## src/rtl/branch_resolve_unit.sv

```systemverilog
// Execute-side branch resolution: checks carried fetch predictions against EX outcomes,
// issues redirect + multi-cycle flush on mispredict, and emits predictor training updates.
module branch_resolve_unit #(
    parameter int FLUSH_CYCLES = 2,
    parameter int CNT_WIDTH    = 16
) (
    input  logic                 clk,
    input  logic                 rst,
    input  logic                 stall,
    input  logic                 if_valid,
    input  logic [31:0]          if_pc,
    input  logic                 if_pred_taken,
    input  logic [31:0]          if_pred_target,
    input  logic                 ex_valid,
    input  logic                 ex_is_branch,
    input  logic                 ex_taken,
    input  logic [31:0]          ex_target,
    output logic                 redirect_valid,
    output logic [31:0]          redirect_pc,
    output logic                 flush,
    output logic                 upd_en,
    output logic [31:0]          upd_pc,
    output logic                 upd_taken,
    output logic [31:0]          upd_target,
    output logic [CNT_WIDTH-1:0] branch_cnt,
    output logic [CNT_WIDTH-1:0] mispredict_cnt
);

    typedef enum logic {IDLE = 1'b0, FLUSH = 1'b1} state_t;

    state_t      state, state_next;
    logic [2:0]  flush_ctr, flush_ctr_next;

    // Metadata pipe: entry 0 is ID, entry 1 is EX
    logic        id_valid, ex_entry_valid;
    logic [31:0] id_pc, ex_entry_pc;
    logic        id_pred_taken, ex_entry_pred_taken;
    logic [31:0] id_pred_target, ex_entry_pred_target;

    logic        resolve;
    logic        mispredict;
    logic [31:0] correct_pc;

    localparam logic [CNT_WIDTH-1:0] CNT_ONE = CNT_WIDTH'(1);
    localparam logic [CNT_WIDTH-1:0] CNT_MAX = {CNT_WIDTH{1'b1}};

    // Resolution and mispredict detection for the EX entry
    always_comb begin
        resolve    = (state == IDLE) && !stall && ex_valid && ex_entry_valid;
        mispredict = 1'b0;
        if (resolve) begin
            if (ex_is_branch) begin
                mispredict = (ex_entry_pred_taken != ex_taken) ||
                             (ex_entry_pred_taken && ex_taken && (ex_entry_pred_target != ex_target));
            end else begin
                mispredict = ex_entry_pred_taken;
            end
        end else begin
            mispredict = 1'b0;
        end
        // A non-branch alias always falls through to pc+4
        if (ex_is_branch && ex_taken) begin
            correct_pc = ex_target;
        end else begin
            correct_pc = ex_entry_pc + 32'd4;
        end
    end

    // Next-state logic for the flush sequencer
    always_comb begin
        state_next     = state;
        flush_ctr_next = flush_ctr;
        case (state)
            IDLE: begin
                if (mispredict) begin
                    state_next     = FLUSH;
                    flush_ctr_next = 3'(FLUSH_CYCLES - 1);
                end else begin
                    state_next = IDLE;
                end
            end
            FLUSH: begin
                if (flush_ctr == 3'd0) begin
                    state_next = IDLE;
                end else begin
                    flush_ctr_next = flush_ctr - 3'd1;
                end
            end
            default: begin
                state_next     = IDLE;
                flush_ctr_next = 3'd0;
            end
        endcase
    end

    // Flush sequencer state register
    always_ff @(posedge clk) begin
        if (rst) begin
            state     <= IDLE;
            flush_ctr <= 3'd0;
            flush     <= 1'b0;
        end else begin
            state     <= state_next;
            flush_ctr <= flush_ctr_next;
            flush     <= (state_next == FLUSH);
        end
    end

    // Prediction metadata pipe IF->ID->EX; squashed while flushing
    always_ff @(posedge clk) begin
        if (rst || flush) begin
            id_valid             <= 1'b0;
            id_pc                <= 32'd0;
            id_pred_taken        <= 1'b0;
            id_pred_target       <= 32'd0;
            ex_entry_valid       <= 1'b0;
            ex_entry_pc          <= 32'd0;
            ex_entry_pred_taken  <= 1'b0;
            ex_entry_pred_target <= 32'd0;
        end else if (!stall) begin
            id_valid             <= if_valid;
            id_pc                <= if_pc;
            id_pred_taken        <= if_pred_taken;
            id_pred_target       <= if_pred_target;
            ex_entry_valid       <= id_valid;
            ex_entry_pc          <= id_pc;
            ex_entry_pred_taken  <= id_pred_taken;
            ex_entry_pred_target <= id_pred_target;
        end
    end

    // Registered redirect, training update and saturating statistics
    always_ff @(posedge clk) begin
        if (rst) begin
            redirect_valid <= 1'b0;
            redirect_pc    <= 32'd0;
            upd_en         <= 1'b0;
            upd_pc         <= 32'd0;
            upd_taken      <= 1'b0;
            upd_target     <= 32'd0;
            branch_cnt     <= '0;
            mispredict_cnt <= '0;
        end else begin
            redirect_valid <= mispredict;
            upd_en         <= resolve && ex_is_branch;
            if (mispredict) begin
                redirect_pc <= correct_pc;
                if (mispredict_cnt != CNT_MAX) begin
                    mispredict_cnt <= mispredict_cnt + CNT_ONE;
                end
            end
            if (resolve && ex_is_branch) begin
                upd_pc     <= ex_entry_pc;
                upd_taken  <= ex_taken;
                upd_target <= ex_target;
                if (branch_cnt != CNT_MAX) begin
                    branch_cnt <= branch_cnt + CNT_ONE;
                end
            end
        end
    end

endmodule

```

## config.mk

```make
export PLATFORM = sky130hd
export DESIGN_NAME = branch_resolve_unit
export DESIGN_NICKNAME = d
export VERILOG_FILES = /design/src/rtl/branch_resolve_unit.sv
export SDC_FILE = /design/constraint.sdc
export NUM_CORES = 1
export LEC_CHECK = 0
export BUFFER_PORTS_ARGS = -buffer_cell sky130_fd_sc_hd__clkbuf_2
export CAP_MARGIN = 0
export CORE_ASPECT_RATIO = 0.7
export CORE_MARGIN = 5
export CORE_UTILIZATION = 30
export CTS_CLUSTER_DIAMETER = 100
export DETAILED_ROUTE_END_ITERATION = 7
export GPL_TIMING_DRIVEN = 0
export HOLD_SLACK_MARGIN = 0.05
export SYNTH_ARGS = -nofsm -noshare
export SYNTH_HDL_FRONTEND = slang
export SYNTH_SLANG_ARGS = --single-unit
```

## constraint.sdc

```tcl
create_clock -name clk -period 2.6 [get_ports clk]
set_clock_uncertainty 0.1 [all_clocks]
set_input_delay 0.13 -clock clk [delete_from_list [all_inputs] [get_ports clk]]
set_output_delay 0.13 -clock clk [all_outputs]
set_load 0.02 [all_outputs]
```

Word level (Yosys, flattened, before mapping)
Index checks and enable logic that the tools add are counted.
- logic and storage cells: 52
- register bits after elaboration: 267
- output and inout port bits: 132
- bitwise gates (word level): 1
- multiplexer cells: 9
- add/sub/neg operators: 4
- reduce and logical (&&, ||, !) cells: 14
- equality and inequality tests: 6
- operator list (operator ; count):
    $add 16x1->16 const B ; 2
    $add 32x3->32 const B ; 1
    $mux 32 ; 1
    $ne 16x16->1 const B ; 2
    $ne 32x32->1 ; 1
    $logic_and 1x1->1 ; 7
    $mux 3 ; 2
    $pmux 3 s2 ; 1
    $reduce_and 2->1 ; 3
    $mux 1 ; 4
    $ne 2x2->1 const B ; 2
    $logic_not 3->1 ; 1
    $sub 3x1->3 const B ; 1
    $logic_or 1x1->1 ; 2
    $pmux 1 s2 ; 1
    $logic_not 1->1 ; 1
    $ne 1x1->1 ; 1
    $not 1->1 ; 1

Depth between registers and ports, before layout
Gate-level depths: netlist of the first run.
- depth after elaboration: 7
- gate-level depth with buffers: 9
- depth with buffers taken out: 7

Least setup slack after synthesis of the first run
OpenSTA, ideal clock, no wires.
- path type: reg2reg
- start: register mispredict_cnt[0]
- end: register mispredict_cnt[15]
- period minus slack after synthesis: 2104 ps
- slack: 496 ps
- data required time: 2430 ps
- data arrival time: 1934 ps
- cell stages (with the launch flop): 7
- setup time: 70 ps
- cells stage by stage: dfxtp_1 -> ha_1 -> and3_1 -> a32o_1 -> or3_1 -> or3_1 -> a21oi_1
- longest elaborated chain between the ends: 2
- RTL lines (element ; RTL line ; text):
    from (decl) ; 26 ; output logic [CNT_WIDTH-1:0] mispredict_cnt
    from (signal assigned) ; 149 ; mispredict_cnt <= mispredict_cnt + CNT_ONE;
    parallel branches: the longest is 2 deep, another holds $add 16x1->16 ; -- ;
Several ways; the timed one is not identified.
A chain may end at the register's enable or synchronous reset.

Final worst setup path of the first run
- start: register ex_entry_pred_target[29]
- end: register mispredict_cnt[0]
- longest elaborated chain between the ends: 6
- RTL lines (element ; RTL line ; text):
    from (decl) ; 38 ; logic [31:0] id_pred_target, ex_entry_pred_target;
    from (signal assigned) ; 128 ; ex_entry_pred_target <= id_pred_target;
    $ne 32x32->1 ; 54 ; (ex_entry_pred_taken && ex_taken && (ex_entry_pred_target != ex_target));
    $logic_and 1x1->1 ; 54 ;
    $logic_or 1x1->1 ; 53 ; mispredict = (ex_entry_pred_taken != ex_taken) ||
    $mux 1 ; 52 ; if (ex_is_branch) begin
    $mux 1 ; 51 ; if (resolve) begin
    $reduce_and 2->1 (no source line) ; -- ;
No other way between the ends.

==> qor.json, run 1 <==
{
  "outcome": "complete, no violations",
  "num_rows": 58,
  "netSwitchingPower_mw": 2.21,
  "timing_worst_setup_path_type": "reg2reg",
  "design.final.nets": 1702,
  "fin_crit_ns": 2.46,
  "worstHoldEndpoint": "branch_cnt[13]",
  "detail_route.drc_violations": 0,
  "power.ir.vdd_worst_mv": 0.450,
  "post_synth_main_area_contributors": "sky130_fd_sc_hd__dfxtp_1, sky130_fd_sc_hd__mux2i_1, sky130_fd_sc_hd__nor2_1",
  "yosysWarnings": 0,
  "fmax_mhz": 407,
  "setup_viol": 0,
  "share_comb_of_total_power": 0.079,
  "critPathRequiredTime_ns": 2.95,
  "routedWlPerCell_um": 19.0,
  "antenna_violating_nets_post_route": 0,
  "synth-main-ff-cell": "sky130_fd_sc_hd__dfxtp_1",
  "fp.coreArea_um2": 36100,
  "reg2reg_setup_slack_ns": 0.14,
  "post_synth_instance_area_um2": 11100,
  "cts_made_buffers": 28,
  "setup_total_negative_slack_ns": 0,
  "synth_area_leader_cell": "sky130_fd_sc_hd__dfxtp_1",
  "clock_tree.htree_level_count": 1,
  "post_synthesis_register_bit_count": 267,
  "netSwitchingFraction": 0.240,
  "grt_antenna_before_repair": 0,
  "critPathArrivalTime_ns": 2.81,
  "vias": 10289,
  "layout-drive-gt1-share": 0.191,
  "post-route-period-util": 0.945,
  "place.detailed.instances": 1943,
  "async_s_r_ff_share_synth": 0,
  "cp-start-kind": "register",
  "power.static_leakage_nw": 6.16,
  "worst_hold_path.num_cells": 5,
  "timing.rr.start": "ex_entry_pred_target[29]",
  "floorplan.initialDensity": 0.306,
  "rsz0062_at_grt": "no",
  "final-instance-count-excl-fill": 2094,
  "final_hold_viol_count": 0,
  "synthToLayoutAreaGrowth_pct": 34.4,
  "rel_slew_slack": 0.450,
  "slew_viol_final": 0,
  "dp_worst_setup_slack_ns": -0.363,
  "max_cap_viols": 0,
  "number_of_flops_mapped_to_enable_cells_by_yosys": 0,
  "wl_um": 39900,
  "grt_use_total": 0.186,
  "syn_avg_cell_area_um2": 8.99,
  "cts.reportedPaths.clkPinSlew_ns": 0.07,
  "design_area_um2": 14900,
  "synth_nets": 1340,
  "port_buffers": 233,
  "grt_pass1_wl_um": 58700,
  "total_inserted_antenna_cells": 0,
  "seq_power_share": 0.465,
  "reg2regPathDepth": 9,
  "timing.rr.end": "mispredict_cnt[0]",
  "clock_root_buffer_master": "sky130_fd_sc_hd__clkbuf_16",
  "via_count_of_the_first_global_routing_pass": 9692,
  "vias_per_cell": 4.91,
  "sequential_share_of_the_synthesized_area": 0.484,
  "ys_types": 48,
  "hold_path_startpoint": "ex_is_branch",
  "power.density_nw_per_um2": 620,
  "globalRouteOverflowTotal": 0,
  "timing.hold.worst.class": "in2reg",
  "dr.first_iter.drc_count": 943,
  "timing.critical_path.fanout_max": 10,
  "clock_sink_count": 267,
  "area_enclosed_by_the_die_boundary_um2": 40800,
  "floorplan.die.height_um": 171,
  "critical_path.endpoint_type": "register",
  "postLayoutSetupSlackWorst_ns": 0.142,
  "top_level_port_count": 236,
  "detail_route.first_pass.iterations": 5,
  "power_frac_clock": 0.456,
  "standard_cell_area_after_detailed_placement_um2": 12800,
  "clock_latency_ns": 0.56,
  "gpl.final_weighted_congestion": 0.847,
  "die_w_um": 239,
  "postSynthCellCount": 1230,
  "grt_start_max_net_pins": 15,
  "number_of_buffers_between_clock_root_and_the_deepest_sink": 3,
  "power.internal_mw": 7.00,
  "worst_pin_slew_ns": 0.821,
  "dp.final_hpwl_um": 30400,
  "cts_tree": "done",
  "area_share_of_the_largest_cell_type_after_synthesis": 0.484
}
[cell usage after synthesis, types with 3 or more instances]
master / count
sky130_fd_sc_hd__nor4_1: 6
sky130_fd_sc_hd__or3_1: 6
sky130_fd_sc_hd__o21ai_0: 16
sky130_fd_sc_hd__ha_1: 6
sky130_fd_sc_hd__a21oi_1: 97
sky130_fd_sc_hd__nor3_1: 9
sky130_fd_sc_hd__buf_1: 10
sky130_fd_sc_hd__a31o_2: 3
sky130_fd_sc_hd__a221oi_1: 10
sky130_fd_sc_hd__or4_1: 8
sky130_fd_sc_hd__nand4_1: 22
sky130_fd_sc_hd__a31o_1: 7
sky130_fd_sc_hd__nand2b_1: 5
sky130_fd_sc_hd__and3_1: 13
sky130_fd_sc_hd__mux2_1: 4
sky130_fd_sc_hd__nor2_1: 167
sky130_fd_sc_hd__o221ai_1: 17
sky130_fd_sc_hd__nor2b_1: 4
sky130_fd_sc_hd__nand2_1: 160
sky130_fd_sc_hd__o31ai_1: 8
sky130_fd_sc_hd__mux2i_1: 138
sky130_fd_sc_hd__and2_1: 6
sky130_fd_sc_hd__xor2_1: 20
sky130_fd_sc_hd__clkbuf_1: 70
sky130_fd_sc_hd__buf_2: 7
sky130_fd_sc_hd__inv_1: 11
sky130_fd_sc_hd__o311a_1: 3
sky130_fd_sc_hd__nand3_1: 48
sky130_fd_sc_hd__dfxtp_1: 267
sky130_fd_sc_hd__and4_1: 7
sky130_fd_sc_hd__xnor2_1: 54
[worst max-delay path by stage]
stage	start	to	slack, ns
floorplan	mispredict_cnt[0]	mispredict_cnt[15]	0.50
finish	ex_entry_pred_target[29]	mispredict_cnt[0]	0.14
CTS	state	redirect_pc[5]	0.03
global route	ex_entry_pred_target[0]	redirect_pc[20]	0.01
global placement	ex_entry_pred_target[31]	redirect_pc[20]	-0.30
detailed placement	ex_entry_pred_target[31]	redirect_pc[20]	-0.36
[power groups by stage]
stage / clock, mW / sequential, mW / combinational, mW
after floorplan: 0 / 4.34 / 0.349
after global placement: 0 / 4.37 / 0.592
after detailed placement: 0 / 4.37 / 0.602
after CTS: 4.29 / 4.28 / 0.728
after global routing: 4.46 / 4.29 / 0.794
final: 4.20 / 4.28 / 0.729
[flip-flops by register name, summed over array words and instances, names as in the netlist]
register and cells:
ex_entry_pred_taken 1, id_valid 1, id_pred_taken 1, id_pc 32, upd_taken 1, mispredict_cnt 16
id_pred_target 32, state 1, upd_pc 32, redirect_valid 1, ex_entry_pred_target 32, ex_entry_valid 1
upd_target 32, ex_entry_pc 32, flush_ctr 3, branch_cnt 16, redirect_pc 32, upd_en 1
[cell usage in the layout, fill, tap and decap left out, types with 16 or more instances in the layout]
| cell | instances |
|---|---|
| sky130_fd_sc_hd__nand3_1 | 48 |
| sky130_fd_sc_hd__xor2_1 | 20 |
| sky130_fd_sc_hd__nand4_1 | 22 |
| sky130_fd_sc_hd__nor2_1 | 166 |
| sky130_fd_sc_hd__a21oi_1 | 96 |
| sky130_fd_sc_hd__clkbuf_2 | 236 |
| sky130_fd_sc_hd__dfxtp_1 | 266 |
| sky130_fd_sc_hd__xnor2_1 | 51 |
| sky130_fd_sc_hd__dlygate4sd3_1 | 99 |
| sky130_fd_sc_hd__o21ai_0 | 16 |
| sky130_fd_sc_hd__clkbuf_1 | 70 |
| sky130_fd_sc_hd__nand2_1 | 160 |
| sky130_fd_sc_hd__clkbuf_16 | 29 |
| sky130_fd_sc_hd__o221ai_1 | 17 |
| sky130_fd_sc_hd__mux2i_1 | 138 |
[stage by stage]
stage / power (mW) / hold WS (ns) / utilization
CTS: 9.30 / 0.0874 / 0.410
global placement: 4.96 / 0.262 / 0.355
detailed placement: 4.97 / 0.270 / 0.355
floorplan: 4.69 / 0.166 / -
global route: 9.54 / 0.179 / 0.411
finish: 9.21 / 0.110 / 0.411
[critical path: stages, from the launching register on]
cell and delay (ns):
sky130_fd_sc_hd__dfxtp_1 0.35, sky130_fd_sc_hd__xnor2_2 0.22, sky130_fd_sc_hd__nand4_1 0.19, sky130_fd_sc_hd__nor4_4 0.40
sky130_fd_sc_hd__and4b_1 0.25, sky130_fd_sc_hd__buf_2 0.19, sky130_fd_sc_hd__buf_4 0.20, sky130_fd_sc_hd__clkbuf_4 0.22
sky130_fd_sc_hd__nor4_1 0.06, sky130_fd_sc_hd__o21bai_1 0.17
[timing repair]
action,in CTS,in global routing
pin swaps,0,2
endpoints found under the hold margin,122,0
hold buffers,99,0
buffers inserted,0,1
setup endpoints to repair,64,37
resized for setup,7,10
[routing by layer]
layer  global-route usage  routed length [um]  vias up
li1                     -                   -     4985
met1                0.266               18500     4841
met2                0.286               17100      407
met3               0.0432                3290       56
met4               0.0419                 963        0
met5                    0                   0        -
[logic make-up after synthesis]
kind of cell    count (synthesis)  synth area share
simple gates                  467             0.188
flops                         267             0.484
compound gates                176            0.0997
mux                           142             0.129
buf+inv                        98            0.0341
xor+xnor                       74            0.0586
fa+ha+maj                       6           0.00679
[layout make-up]
type	count	area, um2
fill	3531	21300
multi-input combinational	865	5390
sequential	267	5350
timing repair buffer	333	2160
clock buffer	40	847
tap	480	601
buffer	86	340
clock inverter	12	125
inverter	11	41.3
No activity file was read; power rests on OpenSTA's default activity.
==> run 2, diff against run 1 <==
clock period = 2 ns   (was 2.6 ns; I/O delays follow)
==> run 2 against run 1 <==
Net effect:
- the run now ends with negative setup slack left
- final cell count is 1.4% higher
- maximum frequency is 8.2% higher
- cell area is 6.8% higher
- worst setup slack worse by 0.41 ns
- worst hold slack worse by 0.0037 ns
- critical endpoint is now mispredict_cnt[6]
==> qor.json, run 2 (synthesis results as in run 1) <==
{
  "vias_per_cell": 4.99,
  "clock_sink_count": 267,
  "power.density_nw_per_um2": 743,
  "fillers": 3566,
  "wl_um": 41900,
  "most_common_cell_after_layout_fill_and_taps_aside": "sky130_fd_sc_hd__clkbuf_2",
  "fp.coreArea_um2": 36100,
  "final_hold_viol_count": 0,
  "fin_crit_ns": 2.27,
  "floorplan.initialDensity": 0.306,
  "final-instance-count-excl-fill": 2124,
  "worst_pin_slew_ns": 0.880,
  "cts_made_buffers": 29,
  "antenna_violating_nets_post_route": 0,
  "grt_antenna_before_repair": 1,
  "grt_use_total": 0.193,
  "globalRouteOverflowTotal": 0,
  "num_rows": 58,
  "critical_path.endpoint_type": "register",
  "routedWlPerCell_um": 19.7,
  "power.ir.vdd_worst_mv": 0.565,
  "clock_latency_ns": 0.57,
  "floorplan.die.height_um": 171,
  "clock_tree.htree_level_count": 1,
  "dp.final_hpwl_um": 30400,
  "port_buffers": 233,
  "cp-start-kind": "register",
  "setup_viol": 71,
  "vias": 10597,
  "total_inserted_antenna_cells": 0,
  "max_stage_delay_ns": 0.36,
  "timing.hold.worst.class": "in2reg",
  "design.final.nets": 1732,
  "design_area_um2": 15900,
  "post-route-period-util": 1.14,
  "top_level_port_count": 236,
  "detail_route.first_pass.iterations": 5,
  "power.static_leakage_nw": 6.56,
  "detail_route.drc_violations": 0,
  "number_of_buffers_between_clock_root_and_the_deepest_sink": 3,
  "cts_tree": "done",
  "standard_cell_area_after_detailed_placement_um2": 12800,
  "outcome": "finished, violations left",
  "critPathRequiredTime_ns": 2.35,
  "clock_root_buffer_master": "sky130_fd_sc_hd__clkbuf_16",
  "timing.critical_path.fanout_max": 5,
  "rel_slew_slack": 0.413,
  "layout-drive-gt1-share": 0.281,
  "gpl.final_weighted_congestion": 0.837,
  "cts.reportedPaths.clkPinSlew_ns": 0.06,
  "dr.first_iter.drc_count": 741,
  "timing_worst_setup_path_type": "reg2reg",
  "path_cells": "xnor2_4 > nand4_1 > nor4_4 > buf_4 > and4b_1 > buf_6 > buf_8 > nor3_2 > mux2_1",
  "setup_total_negative_slack_ns": -9.30,
  "dp_worst_setup_slack_ns": -0.915,
  "place.detailed.instances": 1943,
  "fin_hold_ws_ns": 0.106,
  "violated_checks": "negative setup slack",
  "die_w_um": 239,
  "crit_slowest_cell": "sky130_fd_sc_hd__dfxtp_4",
  "critPathArrivalTime_ns": 2.62,
  "fmax_mhz": 440,
  "max_cap_viols": 0,
  "grt_start_max_net_pins": 15,
  "grt_pass1_wl_um": 60800,
  "synthToLayoutAreaGrowth_pct": 43.5,
  "rsz0062_at_grt": "yes",
  "mostFrequentLayoutCells": "sky130_fd_sc_hd__clkbuf_2, sky130_fd_sc_hd__dfxtp_1, sky130_fd_sc_hd__nor2_1",
  "area_enclosed_by_the_die_boundary_um2": 40800,
  "via_count_of_the_first_global_routing_pass": 9968,
  "postLayoutSetupSlackWorst_ns": -0.271,
  "slew_viol_final": 0
}
==> run 2: cell types whose count changed in the layout (fill, tap and decap cells not counted), moves of 9 or more <==
cell / before / now
sky130_fd_sc_hd__a221oi_1: 10 / 0
sky130_fd_sc_hd__buf_4: 2 / 22
sky130_fd_sc_hd__buf_6: 0 / 12
sky130_fd_sc_hd__dfxtp_2: 1 / 19
sky130_fd_sc_hd__dfxtp_1: 266 / 245
sky130_fd_sc_hd__a21oi_1: 96 / 87
sky130_fd_sc_hd__clkbuf_1: 70 / 46
sky130_fd_sc_hd__clkbuf_2: 236 / 251
sky130_fd_sc_hd__o221ai_1: 17 / 0
sky130_fd_sc_hd__o221ai_2: 0 / 12
sky130_fd_sc_hd__a221oi_2: 0 / 10
==> run 2: per-stage QoR <==
stage	total power [mW]	util
after global placement	6.45	0.355
after global routing	12.2	0.439
final	11.8	0.439
after CTS	11.9	0.428
after floorplan	6.10	-
after detailed placement	6.47	0.355
==> run 2: power by group <==
group          switching [mW]  leakage (nW)  internal [mW]
clock                    2.23         0.452           2.97
combinational           0.556          3.93          0.461
sequential              0.117          2.18           5.45
total                    2.90          6.56           8.88
==> run 2: layer usage <==
metal / vias up / routed length, um / GRT usage
met2: 418 / 17900 / 0.290
li1: 5060 / - / -
met4: 0 / 1200 / 0.0471
met3: 50 / 3210 / 0.0435
met5: - / 0 / 0
met1: 5069 / 19600 / 0.282
==> run 2: what timing repair did <==
action,in CTS,in global routing
setup endpoints to repair,196,180
gates resized for setup,131,86
pin swaps,36,50
hold buffers,99,0
buffers inserted,25,4
endpoints found under the hold margin,124,0
cloned,4,3
==> run 2: critical path, delay by kind of cell (launching register included) <==
family,cells,cell delay (ns)
and+or+nand+nor,4,0.78
buffers and inverters,3,0.43
DFF,1,0.36
muxes,1,0.30
xor gates and xnor gates,1,0.18
==> run 2: area by class of cell <==
type | count | area, um2 | share of cell area
flip-flops and latches | 267 | 5380 | 0.339
plain buffers | 82 | 464 | 0.0293
clock inverters | 14 | 128 | 0.00804
multi-input cells | 865 | 5960 | 0.376
repair buffers | 366 | 2510 | 0.158
inverters | 11 | 41.3 | 0.00260
clock buffers | 39 | 773 | 0.0487
well taps | 480 | 601 | 0.0379
==> run 2: final timing paths <==
kind,to,slack [ns],startpoint,depth (start not counted)
max,mispredict_cnt[6],-0.27,ex_entry_pred_target[31],9
min,redirect_pc[24],0.11,ex_target[24],4
max reg2reg,mispredict_cnt[6],-0.27,ex_entry_pred_target[31],9
min reg2reg,upd_pc[26],0.35,upd_pc[26],2
